--- src/rtl/hex_cmd_framer_pkg.sv ---
// Shared constants and types for the temperature-monitor UART command path.
package temp_mon_pkg;

  localparam logic [7:0] CH_SOF = 8'h23;
  localparam logic [7:0] CH_EOF = 8'h0D;

  localparam int unsigned DEF_ADDR_DIGITS = 2;
  localparam int unsigned DEF_DATA_DIGITS = 4;
  localparam int unsigned DEF_TIMEOUT_CYC = 50_000_000;

  typedef enum logic [1:0] {IDLE, ADDR, DATA, TERM} state_t;

  // Digit counter must index the longer of the two fields; never narrower than 1 bit.
  function automatic int unsigned cnt_width(input int unsigned a, input int unsigned d);
    int unsigned m;
    m = (a > d) ? a : d;
    return (m > 1) ? $clog2(m) : 1;
  endfunction

endpackage

--- src/rtl/hex_cmd_framer_conv.sv ---
// hex_digit_conv: ASCII '0'-'9','A'-'F','a'-'f' to nibble, one cycle of latency.
module hex_digit_conv (
  input  logic       clk,
  input  logic       rst_n,
  input  logic [7:0] i_byte,
  input  logic       i_vld,
  output logic [3:0] o_nib,
  output logic       o_nib_vld
);

  logic w_is_dig;
  logic w_is_alpha;

  assign w_is_dig   = (i_byte >= 8'h30) && (i_byte <= 8'h39);
  assign w_is_alpha = ((i_byte >= 8'h41) && (i_byte <= 8'h46)) ||
                      ((i_byte >= 8'h61) && (i_byte <= 8'h66));

  // Letters of either case share the low nibble 1..6, so value = low nibble + 9.
  always_ff @(posedge clk or negedge rst_n) begin
    if (!rst_n) begin
      o_nib     <= '0;
      o_nib_vld <= 1'b0;
    end else begin
      o_nib     <= w_is_dig ? i_byte[3:0] : (i_byte[3:0] + 4'd9);
      o_nib_vld <= i_vld && (w_is_dig || w_is_alpha);
    end
  end

endmodule

--- src/rtl/hex_cmd_framer.sv ---
// Frames "#" + address hex + data hex + CR into a register-write command.
// Optional inter-byte timeout enabled by defining CMD_TIMEOUT_EN.
module hex_cmd_framer
  import temp_mon_pkg::*;
#(
  parameter int unsigned ADDR_DIGITS = DEF_ADDR_DIGITS,
  parameter int unsigned DATA_DIGITS = DEF_DATA_DIGITS,
  parameter int unsigned TIMEOUT_CYC = DEF_TIMEOUT_CYC
) (
  input  logic                       clk,
  input  logic                       rst_n,
  input  logic [7:0]                 din,
  input  logic                       din_vld,
  output logic [4*ADDR_DIGITS-1:0]   cmd_addr,
  output logic [4*DATA_DIGITS-1:0]   cmd_data,
  output logic                       cmd_vld,
  output logic                       cmd_err,
  output logic                       busy
);

  localparam int unsigned AW = 4 * ADDR_DIGITS;
  localparam int unsigned DW = 4 * DATA_DIGITS;
  localparam int unsigned CW = cnt_width(ADDR_DIGITS, DATA_DIGITS);

  state_t          r_state, w_state_n;
  logic [7:0]      r_byte_d;
  logic            r_vld_d;
  logic [AW-1:0]   r_addr_sh, w_addr_sh_n;
  logic [DW-1:0]   r_data_sh, w_data_sh_n;
  logic [CW-1:0]   r_cnt, w_cnt_n;
  logic [AW-1:0]   w_cmd_addr_n;
  logic [DW-1:0]   w_cmd_data_n;
  logic            w_vld_n, w_err_n;
  logic [3:0]      w_nib;
  logic            w_nib_vld;
  logic            w_hex, w_sof, w_eof;
  logic            w_timeout;

  hex_digit_conv u_conv (
    .clk       (clk),
    .rst_n     (rst_n),
    .i_byte    (din),
    .i_vld     (din_vld),
    .o_nib     (w_nib),
    .o_nib_vld (w_nib_vld)
  );

  assign w_hex = r_vld_d && w_nib_vld;
  assign w_sof = r_vld_d && (r_byte_d == CH_SOF);
  assign w_eof = r_vld_d && (r_byte_d == CH_EOF);

`ifdef CMD_TIMEOUT_EN
  localparam int unsigned TW = $clog2(TIMEOUT_CYC + 1);
  logic [TW-1:0] r_to_cnt;

  // An arriving byte wins over an expiring timer in the same cycle.
  assign w_timeout = !r_vld_d && (r_state != IDLE) && (r_to_cnt == TW'(TIMEOUT_CYC));

  always_ff @(posedge clk or negedge rst_n) begin
    if (!rst_n)                                      r_to_cnt <= '0;
    else if (r_vld_d || (r_state == IDLE) || w_timeout) r_to_cnt <= '0;
    else                                             r_to_cnt <= r_to_cnt + 1'b1;
  end
`else
  assign w_timeout = 1'b0;
`endif

  always_comb begin
    w_state_n    = r_state;
    w_addr_sh_n  = r_addr_sh;
    w_data_sh_n  = r_data_sh;
    w_cnt_n      = r_cnt;
    w_cmd_addr_n = cmd_addr;
    w_cmd_data_n = cmd_data;
    w_vld_n      = 1'b0;
    w_err_n      = 1'b0;
    if (r_vld_d) begin
      // SOF outside IDLE reports the aborted frame and restarts in one step.
      if (w_sof) begin
        w_err_n     = (r_state != IDLE);
        w_state_n   = ADDR;
        w_addr_sh_n = '0;
        w_data_sh_n = '0;
        w_cnt_n     = '0;
      end else begin
        case (r_state)
          IDLE: ;
          ADDR: begin
            if (w_hex) begin
              w_addr_sh_n = (r_addr_sh << 4) | AW'(w_nib);
              if (r_cnt == CW'(ADDR_DIGITS - 1)) begin
                w_cnt_n   = '0;
                w_state_n = DATA;
              end else begin
                w_cnt_n = r_cnt + 1'b1;
              end
            end else begin
              w_err_n   = 1'b1;
              w_state_n = IDLE;
            end
          end
          DATA: begin
            if (w_hex) begin
              w_data_sh_n = (r_data_sh << 4) | DW'(w_nib);
              if (r_cnt == CW'(DATA_DIGITS - 1)) begin
                w_cnt_n   = '0;
                w_state_n = TERM;
              end else begin
                w_cnt_n = r_cnt + 1'b1;
              end
            end else begin
              w_err_n   = 1'b1;
              w_state_n = IDLE;
            end
          end
          TERM: begin
            if (w_eof) begin
              w_cmd_addr_n = r_addr_sh;
              w_cmd_data_n = r_data_sh;
              w_vld_n      = 1'b1;
            end else begin
              w_err_n = 1'b1;
            end
            w_state_n = IDLE;
          end
          default: w_state_n = IDLE;
        endcase
      end
    end else if (w_timeout) begin
      w_err_n   = 1'b1;
      w_state_n = IDLE;
    end
  end

  always_ff @(posedge clk or negedge rst_n) begin
    if (!rst_n) begin
      r_state   <= IDLE;
      r_byte_d  <= '0;
      r_vld_d   <= 1'b0;
      r_addr_sh <= '0;
      r_data_sh <= '0;
      r_cnt     <= '0;
      cmd_addr  <= '0;
      cmd_data  <= '0;
      cmd_vld   <= 1'b0;
      cmd_err   <= 1'b0;
    end else begin
      r_state   <= w_state_n;
      r_byte_d  <= din;
      r_vld_d   <= din_vld;
      r_addr_sh <= w_addr_sh_n;
      r_data_sh <= w_data_sh_n;
      r_cnt     <= w_cnt_n;
      cmd_addr  <= w_cmd_addr_n;
      cmd_data  <= w_cmd_data_n;
      cmd_vld   <= w_vld_n;
      cmd_err   <= w_err_n;
    end
  end

  assign busy = (r_state != IDLE);

endmodule
--- config.mk ---
export PLATFORM = sky130hd
export DESIGN_NAME = hex_cmd_framer
export DESIGN_NICKNAME = d
export VERILOG_FILES = /design/src/rtl/hex_cmd_framer_pkg.sv /design/src/rtl/hex_cmd_framer_conv.sv /design/src/rtl/hex_cmd_framer.sv
export SDC_FILE = /design/constraint.sdc
export NUM_CORES = 1
export LEC_CHECK = 0
export ABC_AREA = 1
export BUFFER_PORTS_ARGS = -buffer_cell sky130_fd_sc_hd__buf_2
export CAP_MARGIN = 5
export CORE_MARGIN = 2
export CORE_UTILIZATION = 40
export DETAILED_ROUTE_END_ITERATION = 6
export HOLD_SLACK_MARGIN = 0.1
export SLEW_MARGIN = 20
export SYNTH_ARGS = -nofsm -noshare
export SYNTH_HDL_FRONTEND = slang
export SYNTH_SLANG_ARGS = --single-unit
export TNS_END_PERCENT = 50
--- constraint.sdc ---
create_clock -name clk -period 2.21 [get_ports clk]
set_input_delay 0.3315 -clock clk [delete_from_list [all_inputs] [get_ports clk]]
set_output_delay 0.3315 -clock clk [all_outputs]
set_load 0.02 [all_outputs]
After elaboration in Yosys (flattened, before gate mapping)
Cells that the tools add are included.
{ "word_totals": {"register_bits": 68, "latchBits": 0, "ram_bits": 0, "mem_bits_ro": 0, "out_inout_bits": 27, "mem_count": 0} }
{ "classes": {"add_sub_neg": 2, "multipliers": 0, "div": 0, "n_lt_le_gt_ge": 6, "eq_ne": 11, "shift": 0, "n_mux": 28, "bitwise_logic": 3, "n_reduce_logical": 21} }
{ "ops": {"columns": ["operator", "count"], "rows": [
  ["2-to-1 mux 16 bit", 3],
  ["2-to-1 mux 8 bit", 3],
  ["2-to-1 mux 2 bit", 10],
  ["greater-or-equal comparator 8 x 7 -> 1 bit, second input constant", 2],
  ["<= comparator 8 x 7 -> 1 bit, second input constant", 2],
  ["OR 16 x 4 -> 16 bit", 1],
  ["AND reduction 4 bit", 3],
  ["equality test 8 x 4 -> 1 bit, second input constant", 1],
  ["equality test 8 x 6 -> 1 bit, second input constant", 1],
  ["greater-or-equal comparator 8 x 6 -> 1 bit, second input constant", 1],
  ["<= comparator 8 x 6 -> 1 bit, second input constant", 1],
  ["2-to-1 mux 1 bit", 8],
  ["!= test 4 bit, second input constant", 2],
  ["OR 8 x 4 -> 8 bit", 1],
  ["nonzero test 2 bit", 4],
  ["logical AND 1 bit", 7],
  ["equality test 2 bit, second input constant", 3],
  ["!= test 3 bit, second input constant", 2],
  ["one-hot mux 2 bit (3 select lines)", 1],
  ["AND reduction 3 bit", 2],
  ["adder 4 bit, second input constant", 1],
  ["equality test 2 x 1 -> 1 bit, second input constant", 2],
  ["2-to-1 mux 4 bit", 1],
  ["one-hot mux 2 bit (2 select lines)", 1],
  ["7 further kinds", 8]
]} }

Depth between registers and ports, before layout
{ "depth": {"ltp_word": 6, "ltp_mapped": 9} }

Modules after synthesis
From an unflattened synthesis, not the netlist that was laid out.
{ "hier_totals": {"cells_unflattened": 367, "hier_area_um2": 3160.5} }
{ "modules_own_cells": {"columns": ["mod", "n_inst", "cells_per_inst", "area_each_um2", "seq_area_each_um2"], "rows": [
  ["hex_cmd_framer", 1, 325, 2827.7, 1576.5],
  ["hex_digit_conv", 1, 42, 332.8, 125.1]
]} }

Least setup slack after synthesis
Ideal clock, no wire load.
{ "synth_timing": {"path_kind": "flip-flop to flip-flop", "start": "register r_state[0]", "end": "register r_cnt[0]", "setup_ns": 0.117, "t_arrival_ns": 1.298, "t_required_ns": 2.093, "path_slack_ns": 0.795, "path_stages_with_launch": 9, "path_cell_list": "dfrtp_1 inv_1 ha_1 buf_2 or2_2 nand3_2 nand2_1 nand2_1 nand2_1"} }
{ "synth_between": {"elab_chain_len": 3} }
{ "synth_lines": {"columns": ["element", "line_no", "text"], "rows": [
  ["start, declared", "hex_cmd_framer.sv:25", "state_t r_state, w_state_n;"],
  ["start signal, assigned", "hex_cmd_framer.sv:148", "r_state <= w_state_n;"],
  ["equality test 2 x 1 -> 1 bit or equality test 2 bit (tied branches)", "hex_cmd_framer.sv:86", "case (r_state)"],
  ["!= test 3 bit (no source line), or another cell as far along", null, null],
  ["AND reduction 4 bit (no source line) or 2-to-1 mux 2 bit (tied branches)", null, null],
  ["end signal, assigned", "hex_cmd_framer.sv:153", "r_cnt <= w_cnt_n;"],
  ["end, declared", "hex_cmd_framer.sv:30", "logic [CW-1:0] r_cnt, w_cnt_n;"]
]} }
Several ways; a longest one is shown, not always the timed one.
A chain may end at the register's enable or synchronous reset.

Final worst setup path
{ "layout_timing": {"start": "register r_vld_d", "end": "register cmd_addr[7]"} }
{ "layout_between": {"elab_chain_len": 3} }
{ "layout_lines": {"columns": ["element", "line_no", "text"], "rows": [
  ["start, declared", "hex_cmd_framer.sv:27", "logic r_vld_d;"],
  ["start signal, assigned", "hex_cmd_framer.sv:150", "r_vld_d <= din_vld;"],
  ["logical AND 1 bit", "hex_cmd_framer.sv:49", "assign w_sof = r_vld_d && (r_byte_d == CH_SOF);"],
  ["NOT 1 bit (no source line)", null, null],
  ["AND reduction 4 bit (no source line) *", null, null],
  ["end signal, assigned", "hex_cmd_framer.sv:154", "cmd_addr <= w_cmd_addr_n;"],
  ["end, declared", "hex_cmd_framer.sv:14", "output logic [4*ADDR_DIGITS-1:0] cmd_addr,"]
]} }
Mark *: on every way between the ends. The rest lies on a longest branch, timed or not.

==> impl_metrics.env <==
export IMPL_status="complete, no violations"
export IMPL_drtAntennaViolNets=0
export IMPL_die_h_um=93.4
export IMPL_min_path_cells=1
export IMPL_drv_cap=0
export IMPL_cellPowerDensity_nw_per_um2=625
export IMPL_final_setup_viol_count=0
export IMPL_ctsHtreeMaxLevel=3
export IMPL_reg2reg_slack_ns=0.59
export IMPL_relSlewSlack=0.639
export IMPL_fp_coreArea_um2=7730
export IMPL_vdd_drop_max_v=0.000253
export IMPL_gr_usage_all_layers=0.148
export IMPL_drtIter0Drc=131
export IMPL_cp_start_kind="register"
export IMPL_fin_util=0.465
export IMPL_finalClockSkew_ns=0.00803
export IMPL_finalMaxSlewViolations=0
export IMPL_ys_types=31
export IMPL_cts_tree="done"
export IMPL_fmax_ghz=0.618
export IMPL_async_flop_share=1.00
export IMPL_portBuffers=37
export IMPL_clock_latency_ns=0.33
export IMPL_ys_flop_type="dfrtp_1"
export IMPL_gp_congestion=0.805
export IMPL_drc=0
export IMPL_instances_no_fill=480
export IMPL_p_leak_nw=1.93
export IMPL_end_kind="register"
export IMPL_synth_seq_cells=68
export IMPL_num_io_pins=38
export IMPL_clk_pin_slew_ns=0.07
export IMPL_die_x_um=93.4
export IMPL_hp_class="in2reg"
export IMPL_clock_sinks=68
export IMPL_fin_tns_setup_ns=0
export IMPL_gr_total_overflow=0
export IMPL_initial_utilization=0.414
export IMPL_synth_area_um2=3200
export IMPL_placementRows=32
export IMPL_crit_type="reg2reg"
export IMPL_antenna_found_initial=0
export IMPL_synth_edff_count=0
export IMPL_placed_cells=463
export IMPL_grt_pass1_wl_um=9830
export IMPL_dieArea_um2=8730
export IMPL_wire_per_inst_um=11.6
export IMPL_period_minus_slack_ns=1.62
export IMPL_synthCells=335
export IMPL_drive_gt1_frac=0.246
export IMPL_reg2regPathDepth=5
export IMPL_root_buffer="clkbuf_8"
export IMPL_drt_pass1_iterations=4
export IMPL_yosys_warnings=0
export IMPL_clk_path_buf_depth=2
export IMPL_syn_nets=356
export IMPL_cp_arrival_ns=1.82
export IMPL_p_total_mw=2.25
export IMPL_hold_violations=0
export IMPL_layout_nets=394
export IMPL_synth_area_per_cell_um2=9.55
export IMPL_worstPathMaxFanout=44
export IMPL_max_slew_worst_pin_slew_ns=0.541
export IMPL_num_vias=2197
export IMPL_post_cts_resized=0
export IMPL_grt_pass1_vias=2049
export IMPL_cp_required_ns=2.41
export IMPL_vias_per_cell=4.58
export IMPL_area_growth_pct=12.4
export IMPL_hpwl_um=3860
export IMPL_hold_slack_ns=0.122
export IMPL_wl_um=5590
export IMPL_antenna_cells=0
export IMPL_rsz0062_at_grt="no"
export IMPL_fin_crit_sh=0.732
export IMPL_cts_made_buffers=9
export IMPL_grt_max_degree=69
export IMPL_seq_area_frac_synth=0.532
## cells by family (layout without fill, tap and decap cells)
logic type      Yosys count  after routing  share of synthesized area
flops                    68             68                      0.532
buf+inv                  66            109                     0.0982
simple gates            135            135                      0.209
fa+ha+maj                10             10                     0.0391
xor+xnor                  3              3                    0.00822
compound gates           53             53                      0.113
## state kept, by name, summed over array words and instances (netlist names)
name              flops
cmd_data             16
r_addr_sh             8
cmd_vld               1
r_cnt                 2
u_conv.o_nib          4
r_byte_d              8
r_vld_d               1
cmd_addr              8
u_conv.o_nib_vld      1
r_data_sh            16
r_state               2
cmd_err               1
## worst max-delay path, stage by stage, from the launching register on
cell and delay (ns):
dfrtp_1 0.57, nand4_4 0.17, nor2_8 0.17, nand2_4 0.31, nand2_1 0.18, o21ai_2 0.06
## worst paths after layout
check | end | startpoint
min in group asynchronous | cmd_data[4] | rst_n
max reg2reg | cmd_addr[7] | r_vld_d
max | cmd_addr[7] | r_vld_d
min reg2reg | cmd_data[14] | cmd_data[14]
min | r_byte_d[5] | din[5]
max in group asynchronous | r_addr_sh[6] | rst_n
## stage by stage
step / setup slack (ns) / area (um2)
2_1_floorplan: 0.795 / 3200
3_3_place_gp: 0.621 / 3420
3_5_place_dp: 0.580 / 3420
4_1_cts: 0.572 / 3600
5_1_grt: 0.402 / 3600
6_report: 0.593 / 3600
## Yosys cell counts (2+ instances only)
cell type   n  share of area
nand2_1    82          0.096
dfrtp_1    68           0.53
inv_1      51          0.060
o21ai_2    22          0.060
nand3_1    20          0.031
o21ai_1    18          0.028
ha_1       10          0.039
buf_6       8          0.028
nor2_1      8         0.0094
o21ai_0     8          0.013
buf_2       5         0.0078
nand3_2     4          0.013
a21oi_1     3         0.0047
nand2_4     3          0.011
nor2_2      3         0.0059
xor2_1      3         0.0082
inv_2       2         0.0023
nand2_2     2         0.0039
nand3b_1    2         0.0047
nor3_1      2         0.0031
## report_power, final
part	switching, mW	internal [mW]
logic	0.0671	0.0314
registers	0.0181	1.27
clock network	0.424	0.436
total	0.510	1.74
## cell type report
type                    instances  area, um2
clock buffers                  14        153
clock inverters                 2       10.0
fillers                       751       4130
inverters                      53        199
multi-input cells             201       1180
flip-flops and latches         68       1700
well taps                     102        128
repair buffers                 40        223
## layer usage
metal	track usage	vias to the layer above	wire length [um]
li1	-	1124	-
met1	0.206	1030	2880
met2	0.211	35	2460
met3	0.0435	8	145
met4	0.0699	0	106
met5	0	-	0
## repair_timing
item / 4_1_cts / 5_1_grt
endpoints found under the hold margin: 68 / 0
hold buffers: 1 / 0
buffers inserted: 0 / 0
## placed cells by master (no fill, tap or decap), drive strengths merged
master       synthesis  final
nand2               87     87
dfrtp               68     68
inv                 53     53
o21ai               49     49
buf                 13     39
nand3               25     25
clkbuf               0     14
nor2                13     13
ha                  10     10
a21oi                3      3
xor2                 3      3
nor3                 2      2
nand3b               2      2
clkinv               0      2
nand4                2      2
or2                  2      2
nor4                 1      1
a21boi               1      1
and3                 1      1
dlygate4sd3          0      1
(Power assumes the default switching activity.)
